<file path="src/rtl/key_event_arb.sv">
// Four-key event arbiter: per-key pending slots, round-robin grant into a FWFT event FIFO.
// Optional long-press detection is built when KEY_LONG_PRESS_EN is defined.
module key_event_arb #(
  parameter int FIFO_DEPTH = 4,
  parameter int LONG_CYC   = 50_000_000,
  parameter int CNT_W      = 26
) (
  input  logic       clk,
  input  logic       rst,
  input  logic [3:0] key_flag,
  input  logic [3:0] key_state,
  output logic       evt_valid,
  input  logic       evt_ready,
  output logic [1:0] evt_key,
  output logic       evt_press,
  output logic       evt_long,
  output logic       ovf,
  input  logic       ovf_clr
);

  localparam int AW = (FIFO_DEPTH > 1) ? $clog2(FIFO_DEPTH) : 1;
  localparam logic [AW:0] FULL_CNT = (AW+1)'(FIFO_DEPTH);
  localparam logic [1:0] TYP_REL = 2'd0;
  localparam logic [1:0] TYP_PRS = 2'd1;
  localparam logic [1:0] TYP_LNG = 2'd2;

  if (FIFO_DEPTH < 2 || FIFO_DEPTH > 16 || LONG_CYC < 2 ||
      (64'(1) << CNT_W) <= 64'(LONG_CYC)) begin : g_bad_cfg
    $error("key_event_arb: illegal parameter set");
  end

  logic [3:0]       slot_vld_q, slot_vld_d;
  logic [3:0][1:0]  slot_typ_q, slot_typ_d;
  logic [1:0]       ptr_q, ptr_d;
  logic             ovf_q, ovf_set;
  logic [3:0]       ev_set;
  logic [3:0][1:0]  ev_typ;
  logic [3:0]       long_fire;
  logic             gnt_found, gnt;
  logic [1:0]       gnt_idx, cand;
  logic [3:0]       mem_q [FIFO_DEPTH];
  logic [AW-1:0]    wr_q, rd_q;
  logic [AW:0]      cnt_q;
  logic             fifo_full, pop;
  logic [3:0]       head;

  assign fifo_full = (cnt_q == FULL_CNT);
  assign evt_valid = (cnt_q != '0);
  assign pop       = evt_valid & evt_ready;
  assign head      = mem_q[rd_q];
  assign evt_key   = evt_valid ? head[3:2] : 2'd0;
  assign evt_press = evt_valid && (head[1:0] == TYP_PRS);
  assign ovf       = ovf_q;

  // A fresh debounced edge always wins over a long-press firing in the same cycle.
  always_comb begin
    for (int k = 0; k < 4; k++) begin
      ev_set[k] = key_flag[k] | long_fire[k];
      ev_typ[k] = key_flag[k] ? (key_state[k] ? TYP_REL : TYP_PRS) : TYP_LNG;
    end
  end

  always_comb begin
    gnt_found = 1'b0;
    gnt_idx   = ptr_q;
    cand      = ptr_q;
    for (int i = 1; i <= 4; i++) begin
      cand = ptr_q + 2'(i);
      if (!gnt_found && slot_vld_q[cand]) begin
        gnt_found = 1'b1;
        gnt_idx   = cand;
      end
    end
    gnt   = gnt_found && (!fifo_full || pop);
    ptr_d = gnt ? gnt_idx : ptr_q;
  end

  // A slot being granted this cycle can absorb a new event without loss.
  always_comb begin
    slot_vld_d = slot_vld_q;
    slot_typ_d = slot_typ_q;
    ovf_set    = 1'b0;
    for (int k = 0; k < 4; k++) begin
      if (gnt && gnt_idx == 2'(k)) slot_vld_d[k] = 1'b0;
      if (ev_set[k]) begin
        slot_vld_d[k] = 1'b1;
        slot_typ_d[k] = ev_typ[k];
        if (slot_vld_q[k] && !(gnt && gnt_idx == 2'(k))) ovf_set = 1'b1;
      end
    end
  end

  always_ff @(posedge clk or posedge rst) begin
    if (rst) begin
      slot_vld_q <= '0;
      slot_typ_q <= '0;
      ptr_q      <= 2'd3;
      ovf_q      <= 1'b0;
      wr_q       <= '0;
      rd_q       <= '0;
      cnt_q      <= '0;
    end else begin
      slot_vld_q <= slot_vld_d;
      slot_typ_q <= slot_typ_d;
      ptr_q      <= ptr_d;
      if (ovf_clr)      ovf_q <= 1'b0;
      else if (ovf_set) ovf_q <= 1'b1;
      if (gnt) wr_q <= wr_q + 1'b1;
      if (pop) rd_q <= rd_q + 1'b1;
      cnt_q <= cnt_q + (AW+1)'(gnt) - (AW+1)'(pop);
    end
  end

  always_ff @(posedge clk) begin
    if (gnt) mem_q[wr_q] <= {gnt_idx, slot_typ_q[gnt_idx]};
  end

`ifdef KEY_LONG_PRESS_EN
  localparam logic [CNT_W-1:0] LONG_LAST = CNT_W'(LONG_CYC - 1);

  logic [3:0][CNT_W-1:0] lp_cnt_q;
  logic [3:0]            lp_run_q;

  assign evt_long = evt_valid && (head[1:0] == TYP_LNG);

  always_comb begin
    for (int k = 0; k < 4; k++)
      long_fire[k] = lp_run_q[k] && (lp_cnt_q[k] == LONG_LAST) && !key_flag[k];
  end

  // Counter parks at its terminal value once fired; only a new press re-arms it.
  always_ff @(posedge clk or posedge rst) begin
    if (rst) begin
      lp_cnt_q <= '0;
      lp_run_q <= '0;
    end else begin
      for (int k = 0; k < 4; k++) begin
        if (key_flag[k]) begin
          lp_cnt_q[k] <= '0;
          lp_run_q[k] <= ~key_state[k];
        end else if (lp_run_q[k]) begin
          if (lp_cnt_q[k] == LONG_LAST) lp_run_q[k] <= 1'b0;
          else                          lp_cnt_q[k] <= lp_cnt_q[k] + 1'b1;
        end
      end
    end
  end
`else
  assign evt_long  = 1'b0;
  assign long_fire = 4'b0000;
`endif

endmodule

</file>
<file path="config.mk">
export PLATFORM = sky130hd
export DESIGN_NAME = key_event_arb
export DESIGN_NICKNAME = d
export VERILOG_FILES = /design/src/rtl/key_event_arb.sv
export SDC_FILE = /design/constraint.sdc
export NUM_CORES = 1
export LEC_CHECK = 0
export CAP_MARGIN = 20
export CORE_MARGIN = 1.5
export CORE_UTILIZATION = 49
export DETAILED_ROUTE_END_ITERATION = 7
export HOLD_SLACK_MARGIN = 0.05
export PLACE_DENSITY = 0.75
export SLEW_MARGIN = 30
export SYNTH_ARGS = -nofsm -noshare
export SYNTH_HDL_FRONTEND = slang
export SYNTH_SLANG_ARGS = --single-unit
</file>
<file path="constraint.sdc">
create_clock -name clk -period 2.1 [get_ports clk]
set_input_delay 0.21 -clock clk [delete_from_list [all_inputs] [get_ports clk]]
set_output_delay 0.21 -clock clk [all_outputs]
set_load 0.02 [all_outputs]
</file>
==> results of run 1 <==
-- per-layer routing --
layer | GRT usage [%] | part of all wire (%)
met5 | 0 | 0
met4 | 8.97 | 2.5
met3 | 4.76 | 4.9
met2 | 28.4 | 51
met1 | 19.9 | 42
-- flip-flops by register name, indices dropped and copies added, names as in the netlist --
signal / count
slot_typ_q: 4
slot_vld_q: 4
ptr_q: 2
mem_q: 12
rd_q: 2
wr_q: 2
ovf: 1
cnt_q: 3
-- per-stage QoR --
| stage | utilization, % | setup TNS (ns) | setup slack, ns | hold slack, ns | instances |
|---|---|---|---|---|---|
| 2_1_floorplan | - | -0.0625 | -0.0625 | 0.147 | 112 |
| 3_3_place_gp | 62.3 | 0 | 0.0595 | 0.504 | 163 |
| 3_5_place_dp | 62.3 | -0.0114 | -0.0114 | 0.515 | 163 |
| 4_1_cts | 64.8 | 0 | 0.000500 | 0.294 | 174 |
| 5_1_grt | 65.1 | -0.0851 | -0.0591 | 0.332 | 175 |
| 6_report | 65.1 | 0 | 0.0288 | 0.280 | 175 |
-- final cells by class --
| cell class | instances | share of cell area (%) |
|---|---|---|
| inverter | 13 | 2.70 |
| tap | 31 | 2.14 |
| clock buffer | 6 | 2.28 |
| clock inverter | 2 | 0.484 |
| timing repair buffer | 27 | 13.2 |
| multi-input combinational | 66 | 34.2 |
| sequential | 30 | 45.0 |
-- worst max-delay path: cells and delay by family, from the launching register on --
| family | cells | cell delay (ns) |
|---|---|---|
| buf+inv | 2 | 0.09 |
| xor+xnor | 2 | 0.31 |
| flops | 1 | 0.39 |
| fa+ha+maj | 3 | 0.65 |
| simple gates | 2 | 0.55 |
-- cells by family after synthesis --
| kind of cell | after synthesis | share of synthesized area, % |
|---|---|---|
| flops | 30 | 55.9 |
| simple gates | 28 | 11.1 |
| compound gates | 16 | 8.78 |
| buf+inv | 16 | 4.39 |
| mux | 9 | 9.98 |
| fa+ha+maj | 7 | 6.54 |
| xor+xnor | 5 | 3.01 |
| other cells | 1 | 0.258 |
-- final timing paths --
check / end / start / slack, ns
worst min-delay path: cnt_q[2]$_DFF_PP0_ / rst / 0.28
worst max-delay path: cnt_q[2]$_DFF_PP0_ / cnt_q[2]$_DFF_PP0_ / 0.03
max in group asynchronous: rd_q[0]$_DFFE_PP0P_ / rst / 1.36
worst min register to register: slot_typ_q[0]$_DFFE_PP0P_ / slot_typ_q[0]$_DFFE_PP0P_ / 0.53
min in group clk: ovf$_DFFE_PP0P_ / ovf_clr / 0.42
worst max register to register: cnt_q[2]$_DFF_PP0_ / cnt_q[2]$_DFF_PP0_ / 0.03
-- repair_timing --
action,CTS,global route
gates cloned,0,0
setup endpoints to repair,4,2
setup buffers,3,1
hold endpoints to repair,0,0
resized for setup,4,0
pin swaps,2,3
-- cells in the final DEF, fill, tap and decap left out, drive strengths merged, types with 6 or more instances in the layout --
| master | count |
|---|---|
| clkdlybuf4s50 | 13 |
| ha | 6 |
| inv | 13 |
| edfxtp | 12 |
| clkbuf | 6 |
| dfrtp | 16 |
| buf | 11 |
| and2 | 8 |
| o21ai | 6 |
-- power by group through the flow --
stage / clock [mW] / sequential [mW] / combinational [mW]
floorplan: 0 / 1.15 / 1.07
global placement: 0 / 1.18 / 1.49
detailed placement: 0 / 1.20 / 1.54
CTS: 0.320 / 1.18 / 1.54
global route: 0.344 / 1.22 / 1.71
finish: 0.309 / 1.18 / 1.53
==> impl_metrics.ini, run 1 <==
[placement]
hpwlAfterDp_um = 1830
place_area_um2 = 1730
numPortBuffers = 16
routabilityCongestion = 0.807

[synth]
syn_nets = 131
synth.largest_area_cell = dfrtp_1
yosysTopAreaCellShare_pct = 27.5
ys_types = 33
syn_inst = 112
synth.most_common_cell = dfrtp_1
synthesis.area_um2 = 1450
synth_common_cells = 16 x dfrtp_1, 13 x inv_1, 12 x edfxtp_1
ys_seq_elements = 30
syn_avg_cell_area_um2 = 13.0
synth-edff-count = 12
ys.flop_type = dfrtp_1
yosysWarnings = 0
async_flop_share_pct = 60.0
seq_area_frac_synth_pct = 55.9
synth_area_leaders = dfrtp_1 28%, edfxtp_1 25%, ha_1 5.2%

[clock_tree]
cts_tree = built
clk_path_buf_depth = 2
cts_root_buf = clkbuf_4
cts_buffers = 5
clk_pin_slew_ns = 0.09
cts.hold.buffers_added = 0
clock_latency_ns = 0.32
htreeDepth = 2
cts.sinks = 30

[worst_setup_path]
crit_path_start_kind = register
cp.arrival_ns = 2.32
critical_path_class = register to register
required_ns = 2.34
worstRegToRegCells = 9
slowest_stage = dfrtp_1
worstSetupEndpointType = register
cpPeakStageDelay_ns = 0.39
crit_chain = or3_4 -> and2_4 -> ha_4 -> inv_2 -> ha_4 -> inv_2 -> fa_2 -> xnor2_2 -> xnor2_1
path_max_fanout = 2

[sta]
rsz0062_at_grt = true
finalMaxSlewViolations = 0
post-route-period-util_pct = 98.6
min_period_ns = 2.07
final-hold-violation-count = 0
setup_violations = 0
max_freq_ghz = 0.483
clock_skew_ns = 0.00490
worst_slew_pin_slew_ns = 0.667
relSlewSlack_pct = 55.5

[floorplanning]
die-area_um2 = 3300
die_w_um = 57.5
pin_count = 18
chipHeight_um = 57.5
core_area_um2 = 2780
std_cell_rows = 19
initial_utilization_pct = 52.3

[power]
switching_power_mw = 1.11
power.internal_mw = 1.91
powerDensity_nw_per_um2 = 1670
ir_drop_v = 0.00124
p_sw_share_pct = 36.7
p_total_mw = 3.02
p_clk_share_pct = 10.2
p_leak_nw = 0.768
pwr-share-comb_pct = 50.6
pwr-share-seq_pct = 39.1

[detailed_routing]
drtIter0Drc = 33
dr.pass1.iters = 4
wl_per_cell_um = 13.7
routed_wl_um = 2390
drc_errors = 0
routed_via_density = 5.31
ant_nets = 0
dr_total_vias = 930

[finish]
regArea_um2 = 815
n_antenna_cell = 0
postLayoutCellArea_um2 = 1810
drive_gt1_share_pct = 25.0
area_growth_pct = 24.5
multiInputGateArea_um2 = 619
fill_cells = 215
nNetsFinal = 162

[min_path]
hold_path.class = input pin to async pin

[global_route]
grt_overflow = 0
grt_pass1_vias = 959
grt_max_degree = 19
grt_antenna_before_repair = 0
grt_usage_pct = 17.0
grt_pass1_wl_um = 4120

[run]
drv_cap = 0

[outcome]
status = finished clean
Note: power is estimated with default switching activity, not from simulation.
==> inputs of run 2 (changes only) <==
--- a/config.mk
+++ b/config.mk
@@ -9,9 +9,11 @@
 export CORE_MARGIN = 1.5
 export CORE_UTILIZATION = 49
 export DETAILED_ROUTE_END_ITERATION = 7
+export GPL_TIMING_DRIVEN = 0
 export HOLD_SLACK_MARGIN = 0.05
 export PLACE_DENSITY = 0.75
 export SLEW_MARGIN = 30
 export SYNTH_ARGS = -nofsm -noshare
 export SYNTH_HDL_FRONTEND = slang
 export SYNTH_SLANG_ARGS = --single-unit
+export TNS_END_PERCENT = 50
==> run 2 against run 1 <==
Against the previous run: the flow now finishes with violations (setup timing); final area is 1.5% higher; worst hold slack worse by 0.013 ns; global-route usage rose by 1.9 points; sequential power about the same; routed wire length increased by 14%; first-iteration DRC count decreased by 39%; clock power is 15% higher; register-to-register slack worse by 0.03 ns; setup slack worse by 0.033 ns; total power is 4.3% higher; highest routed layer unchanged.
==> impl_metrics.ini, run 2 (same netlist as run 1, synthesis figures left out) <==
[global_route]
grt_pass1_wl_um = 4500
grt_max_degree = 19
grt_usage_pct = 19.0
grt_overflow = 0
grt_pass1_vias = 1010
grt_antenna_before_repair = 0

[finish]
top_register = mem_q
final_cell_mix = 14 x dfrtp_1, 13 x clkdlybuf4s50_1, 12 x edfxtp_1, 11 x inv_1, 11 x buf_4
n_antenna_cell = 0
nNetsFinal = 163
area_growth_pct = 26.3
largest_reg_flops = 12
layout_commonest_cell = dfrtp_1
drive_gt1_share_pct = 27.6
fill_cells = 222
reg.largest.list = mem_q (12), slot_typ_q (4), slot_vld_q (4)

[worst_setup_path]
path_max_fanout = 2
crit_end = cnt_q[2]$_DFF_PP0_
crit_cells = 9
crit_chain = or3_4 -> and2_4 -> ha_4 -> inv_2 -> ha_4 -> inv_2 -> fa_2 -> xnor2_2 -> xnor2_1
worstRegToRegCells = 9
r2r_end = cnt_q[2]$_DFF_PP0_
slowest_stage = dfrtp_2
worstSetupEndpointType = register
crit_path_start_kind = register
path_buf_inv = 2
cp.arrival_ns = 2.33
rr_startpoint = cnt_q[1]$_DFF_PP0_
critPathTopFamily = adder cells
rrSetupSlack_ns = -0.004
crit_start = cnt_q[1]$_DFF_PP0_
critical_path_class = register to register
cpPeakStageDelay_ns = 0.41
required_ns = 2.33

[detailed_routing]
routed_via_density = 5.40
routed_wl_um = 2730
dr_total_vias = 950
drtIter0Drc = 20
dr.pass1.iters = 4
drc_errors = 0
wl_per_cell_um = 15.5
ant_nets = 0

[sta]
max_freq_ghz = 0.475
post-route-period-util_pct = 100
setup_violations = 1
setup_ws_ns = -0.00429
clock_skew_ns = 0.0116
final-hold-violation-count = 0
min_period_ns = 2.10
hold_ws_ns = 0.266
finalMaxSlewViolations = 0
rsz0062_at_grt = true
relSlewSlack_pct = 55.0
worst_slew_pin_slew_ns = 0.674

[clock_tree]
clk_path_buf_depth = 2
cts_tree = built
cts_root_buf = clkbuf_4
htreeDepth = 2
cts.hold.buffers_added = 0
cts_buffers = 5
clk_pin_slew_ns = 0.09
clock_latency_ns = 0.33
cts.sinks = 30

[power]
power.internal_mw = 1.98
p_sw_share_pct = 37.0
p_clk_share_pct = 11.3
switching_power_mw = 1.16
pwr-share-seq_pct = 38.1
pwr-share-comb_pct = 50.6
ir_drop_v = 0.00121
p_leak_nw = 0.778
powerDensity_nw_per_um2 = 1710

[floorplanning]
pin_count = 18
initial_utilization_pct = 52.3
die_w_um = 57.5
std_cell_rows = 19
die-area_um2 = 3300
core_area_um2 = 2780
chipHeight_um = 57.5

[placement]
numPortBuffers = 16
hpwlAfterDp_um = 1960
pre_cts_ws_ns = -0.396
routabilityCongestion = 0.754

[min_path]
hold_path.class = input pin to async pin

[outcome]
status = finished, violations left
violations = setup timing

[run]
drv_cap = 0
==> run 2: changes by cell type in the layout (fill, tap and decap cells not counted), sizes merged <==
cell    previous run  this run
clkinv             2         0
clkbuf             6         9
==> run 2: per-stage QoR <==
stage | std cells | utilization [%] | instance area [um2] | TNS, ns | total power, mW
final | 176 | 66.0 | 1840 | -0.00429 | 3.14
after global routing | 176 | 66.0 | 1840 | -0.0724 | 3.39
after CTS | 173 | 64.9 | 1810 | -0.00958 | 3.06
after detailed placement | 159 | 61.0 | 1700 | -0.748 | 2.65
after global placement | 159 | 61.0 | 1700 | -0.598 | 2.54
after floorplan | 112 | - | 1500 | -0.0625 | 2.22
==> run 2: worst min-delay path by stage <==
stage,depth (start not counted),to,start
6_report,2,cnt_q[2]$_DFF_PP0_,rst
5_1_grt,2,cnt_q[2]$_DFF_PP0_,rst
4_1_cts,2,rd_q[1]$_DFFE_PP0P_,rst
3_5_place_dp,2,slot_typ_q[2]$_DFFE_PP0P_,slot_typ_q[2]$_DFFE_PP0P_
3_3_place_gp,2,slot_typ_q[4]$_DFFE_PP0P_,slot_typ_q[4]$_DFFE_PP0P_
2_1_floorplan,1,cnt_q[0]$_DFF_PP0_,rst
==> run 2: layer usage <==
metal | track usage (%) | wire (um) | part of all wire, % | vias up
li1 | - | - | - | 450
met1 | 20.1 | 1030 | 38 | 461
met2 | 31.8 | 1480 | 54 | 28
met3 | 6.12 | 128 | 4.7 | 11
met4 | 13.0 | 91 | 3.3 | 0
met5 | 0 | 0 | 0 | -
==> run 2: layout make-up <==
class                      count  area [um2]  area share [%]
clock buffer                   8        58.8            3.20
buffer                         2        12.5           0.681
timing repair buffer          26         231            12.6
sequential                    30         816            44.4
inverter                      13        48.8            2.66
multi-input combinational     66         631            34.3
tap                           31        38.8            2.11
==> run 2: repair_timing <==
item	CTS	global route
setup buffers	7	3
pin swaps	4	1
gates resized for setup	8	1
endpoints found under the hold margin	0	0
setup endpoints to repair	9	6
==> run 2: power groups by stage <==
stage | combinational [mW] | clock (mW) | sequential (mW)
floorplan | 1.07 | 0 | 1.15
global placement | 1.36 | 0 | 1.18
detailed placement | 1.44 | 0 | 1.21
CTS | 1.51 | 0.362 | 1.19
global route | 1.77 | 0.391 | 1.23
finish | 1.59 | 0.355 | 1.20
==> run 2: worst register-to-register path: stages, from the launching register on <==
cell and delay, ns:
dfrtp_2 0.41, or3_4 0.39, and2_4 0.16, ha_4 0.21
inv_2 0.06, ha_4 0.12, inv_2 0.03, fa_2 0.35
xnor2_2 0.15, xnor2_1 0.12
==> inputs of run 3 (changes only) <==
--- a/config.mk
+++ b/config.mk
@@ -12,6 +12,7 @@
 export GPL_TIMING_DRIVEN = 0
 export HOLD_SLACK_MARGIN = 0.05
 export PLACE_DENSITY = 0.75
+export REMOVE_ABC_BUFFERS = 1
 export SLEW_MARGIN = 30
 export SYNTH_ARGS = -nofsm -noshare
 export SYNTH_HDL_FRONTEND = slang
==> run 3 against run 2 <==
Against the previous run: the flow still finishes with violations (setup timing); maximum frequency down 4.3%; count of clock-buffer cells in the layout down 2; final area down 2.0%; cell count down 2.3%; total power down 3.2%; clock skew down 0.0040 ns; sequential power about the same; routed wire length down 8.2%; first-iteration DRC count down 55%; sequential share of layout area up 0.93 points; setup slack worse by 0.095 ns; largest cell class unchanged; largest power group unchanged.
==> impl_metrics.ini, run 3 (same netlist as run 1, synthesis figures left out) <==
[floorplanning]
die_w_um = 57.5
core_area_um2 = 2780
die-area_um2 = 3300
std_cell_rows = 19
initial_utilization_pct = 52.3
chipHeight_um = 57.5
pin_count = 18

[run]
drv_cap = 0

[finish]
n_antenna_cell = 0
regArea_um2 = 816
top_register = mem_q
postLayoutCellArea_um2 = 1800
area_growth_pct = 23.8
final_cells = 172
fill_cells = 215
multiInputGateArea_um2 = 626
final_cell_mix = 14 x dfrtp_1, 12 x clkdlybuf4s50_1, 12 x edfxtp_1, 11 x inv_1, 8 x buf_4
drive_gt1_share_pct = 27.0
largest_reg_flops = 12
nNetsFinal = 159
layout_commonest_cell = dfrtp_1
reg.largest.list = mem_q (12), slot_typ_q (4), slot_vld_q (4)

[detailed_routing]
routed_wl_um = 2500
wl_per_cell_um = 14.6
drtIter0Drc = 9
dr.pass1.iters = 4
dr_total_vias = 919
drc_errors = 0
ant_nets = 0
routed_via_density = 5.34

[placement]
numPortBuffers = 16
place_area_um2 = 1640
dp.cells = 156
routabilityCongestion = 0.776
pre_cts_ws_ns = -0.482
hpwlAfterDp_um = 1740

[power]
p_leak_nw = 0.756
powerDensity_nw_per_um2 = 1690
ir_drop_v = 0.00122

[global_route]
met3_usage_pct = 4.99
grt_pass1_wl_um = 4150
grt_usage_pct = 17.2
use_met1_pct = 19.8
grt_antenna_before_repair = 0
grt_pass1_vias = 950
grt_overflow = 0
busiest_layer = met2
met2_usage_pct = 28.9
grt_max_degree = 19

[min_path]
hold_path.class = input pin to async pin

[sta]
worst_slew_pin_slew_ns = 0.702
rsz0062_at_grt = true
setup_ws_ns = -0.0991
post-route-period-util_pct = 105
setup_violations = 2
finalMaxSlewViolations = 0
final-hold-violation-count = 0
min_period_ns = 2.20
clock_skew_ns = 0.00763
hold_ws_ns = 0.299
max_freq_ghz = 0.455
tns_ns = -0.112
relSlewSlack_pct = 53.1

[clock_tree]
cts_buffers = 5
htreeDepth = 2
cts.sinks = 30
clk_pin_slew_ns = 0.09
cts_tree = built
cts_root_buf = clkbuf_4
clk_path_buf_depth = 2
clock_latency_ns = 0.31

[worst_setup_path]
cp.arrival_ns = 2.41
path_max_fanout = 4
required_ns = 2.31
worstSetupEndpointType = register
worstRegToRegCells = 9
crit_path_start_kind = register
critical_path_class = register to register

[outcome]
status = finished, violations left
violations = setup timing
run 3: cell types whose count changed in the layout (fill, tap and decap cells not counted), sizes merged:
| cell | before | now |
|---|---|---|
| clkbuf | 9 | 6 |
| clkdlybuf4s50 | 13 | 12 |
| buf | 11 | 8 |
| clkinv | 0 | 2 |
| dlymetal6s2s | 0 | 1 |
run 3: layer usage:
metal / routed length, um / share of wire, %
met1: 1030 / 41
met3: 88 / 3.5
met4: 61 / 2.4
met5: 0 / 0
met2: 1320 / 53
run 3: through the flow:
step                      power [mW]  utilization, %
after CTS                       2.92            62.6
after global routing            3.29            64.7
after detailed placement        2.52            58.9
after global placement          2.45            58.9
final                           3.04            64.7
after floorplan                 2.12               -
run 3: final timing paths:
kind	from	to	slack [ns]
min in group clk	ovf_clr	ovf$_DFFE_PP0P_	0.44
worst max-delay path	cnt_q[2]$_DFF_PP0_	cnt_q[2]$_DFF_PP0_	-0.1
worst max register to register	cnt_q[2]$_DFF_PP0_	cnt_q[2]$_DFF_PP0_	-0.1
max in group asynchronous	rst	rd_q[0]$_DFFE_PP0P_	1.32
worst min register to register	slot_typ_q[0]$_DFFE_PP0P_	slot_typ_q[0]$_DFFE_PP0P_	0.53
worst min-delay path	rst	cnt_q[2]$_DFF_PP0_	0.30
run 3: cell type report:
cell class	instances	area share (%)
clock buffer	6	2.29
multi-input combinational	66	34.8
tap	31	2.16
timing repair buffer	24	12.2
sequential	30	45.3
clock inverter	2	0.556
inverter	13	2.71
run 3: worst max-delay path, cell delays in order (launching register included):
cell     delay [ns]
dfrtp_1        0.45
or3_4          0.39
and2_4         0.16
ha_4           0.21
inv_2          0.06
ha_4           0.12
inv_2          0.04
fa_2           0.40
xnor2_2        0.15
xnor2_1        0.13
run 3: timing repair:
action                     in CTS  in global routing
gates resized for setup        12                  6
hold endpoints to repair        0                  0
hold buffers                    0                  0
pin swaps                       4                  5
setup endpoints to repair       9                  6
setup buffers                   4                  4
run 3: power breakdown:
part | leakage (nW) | switching (mW) | internal [mW]
logic | 0.412 | 0.752 | 0.785
clock network | 0.0320 | 0.176 | 0.127
registers | 0.312 | 0.203 | 1.00
total | 0.756 | 1.13 | 1.91
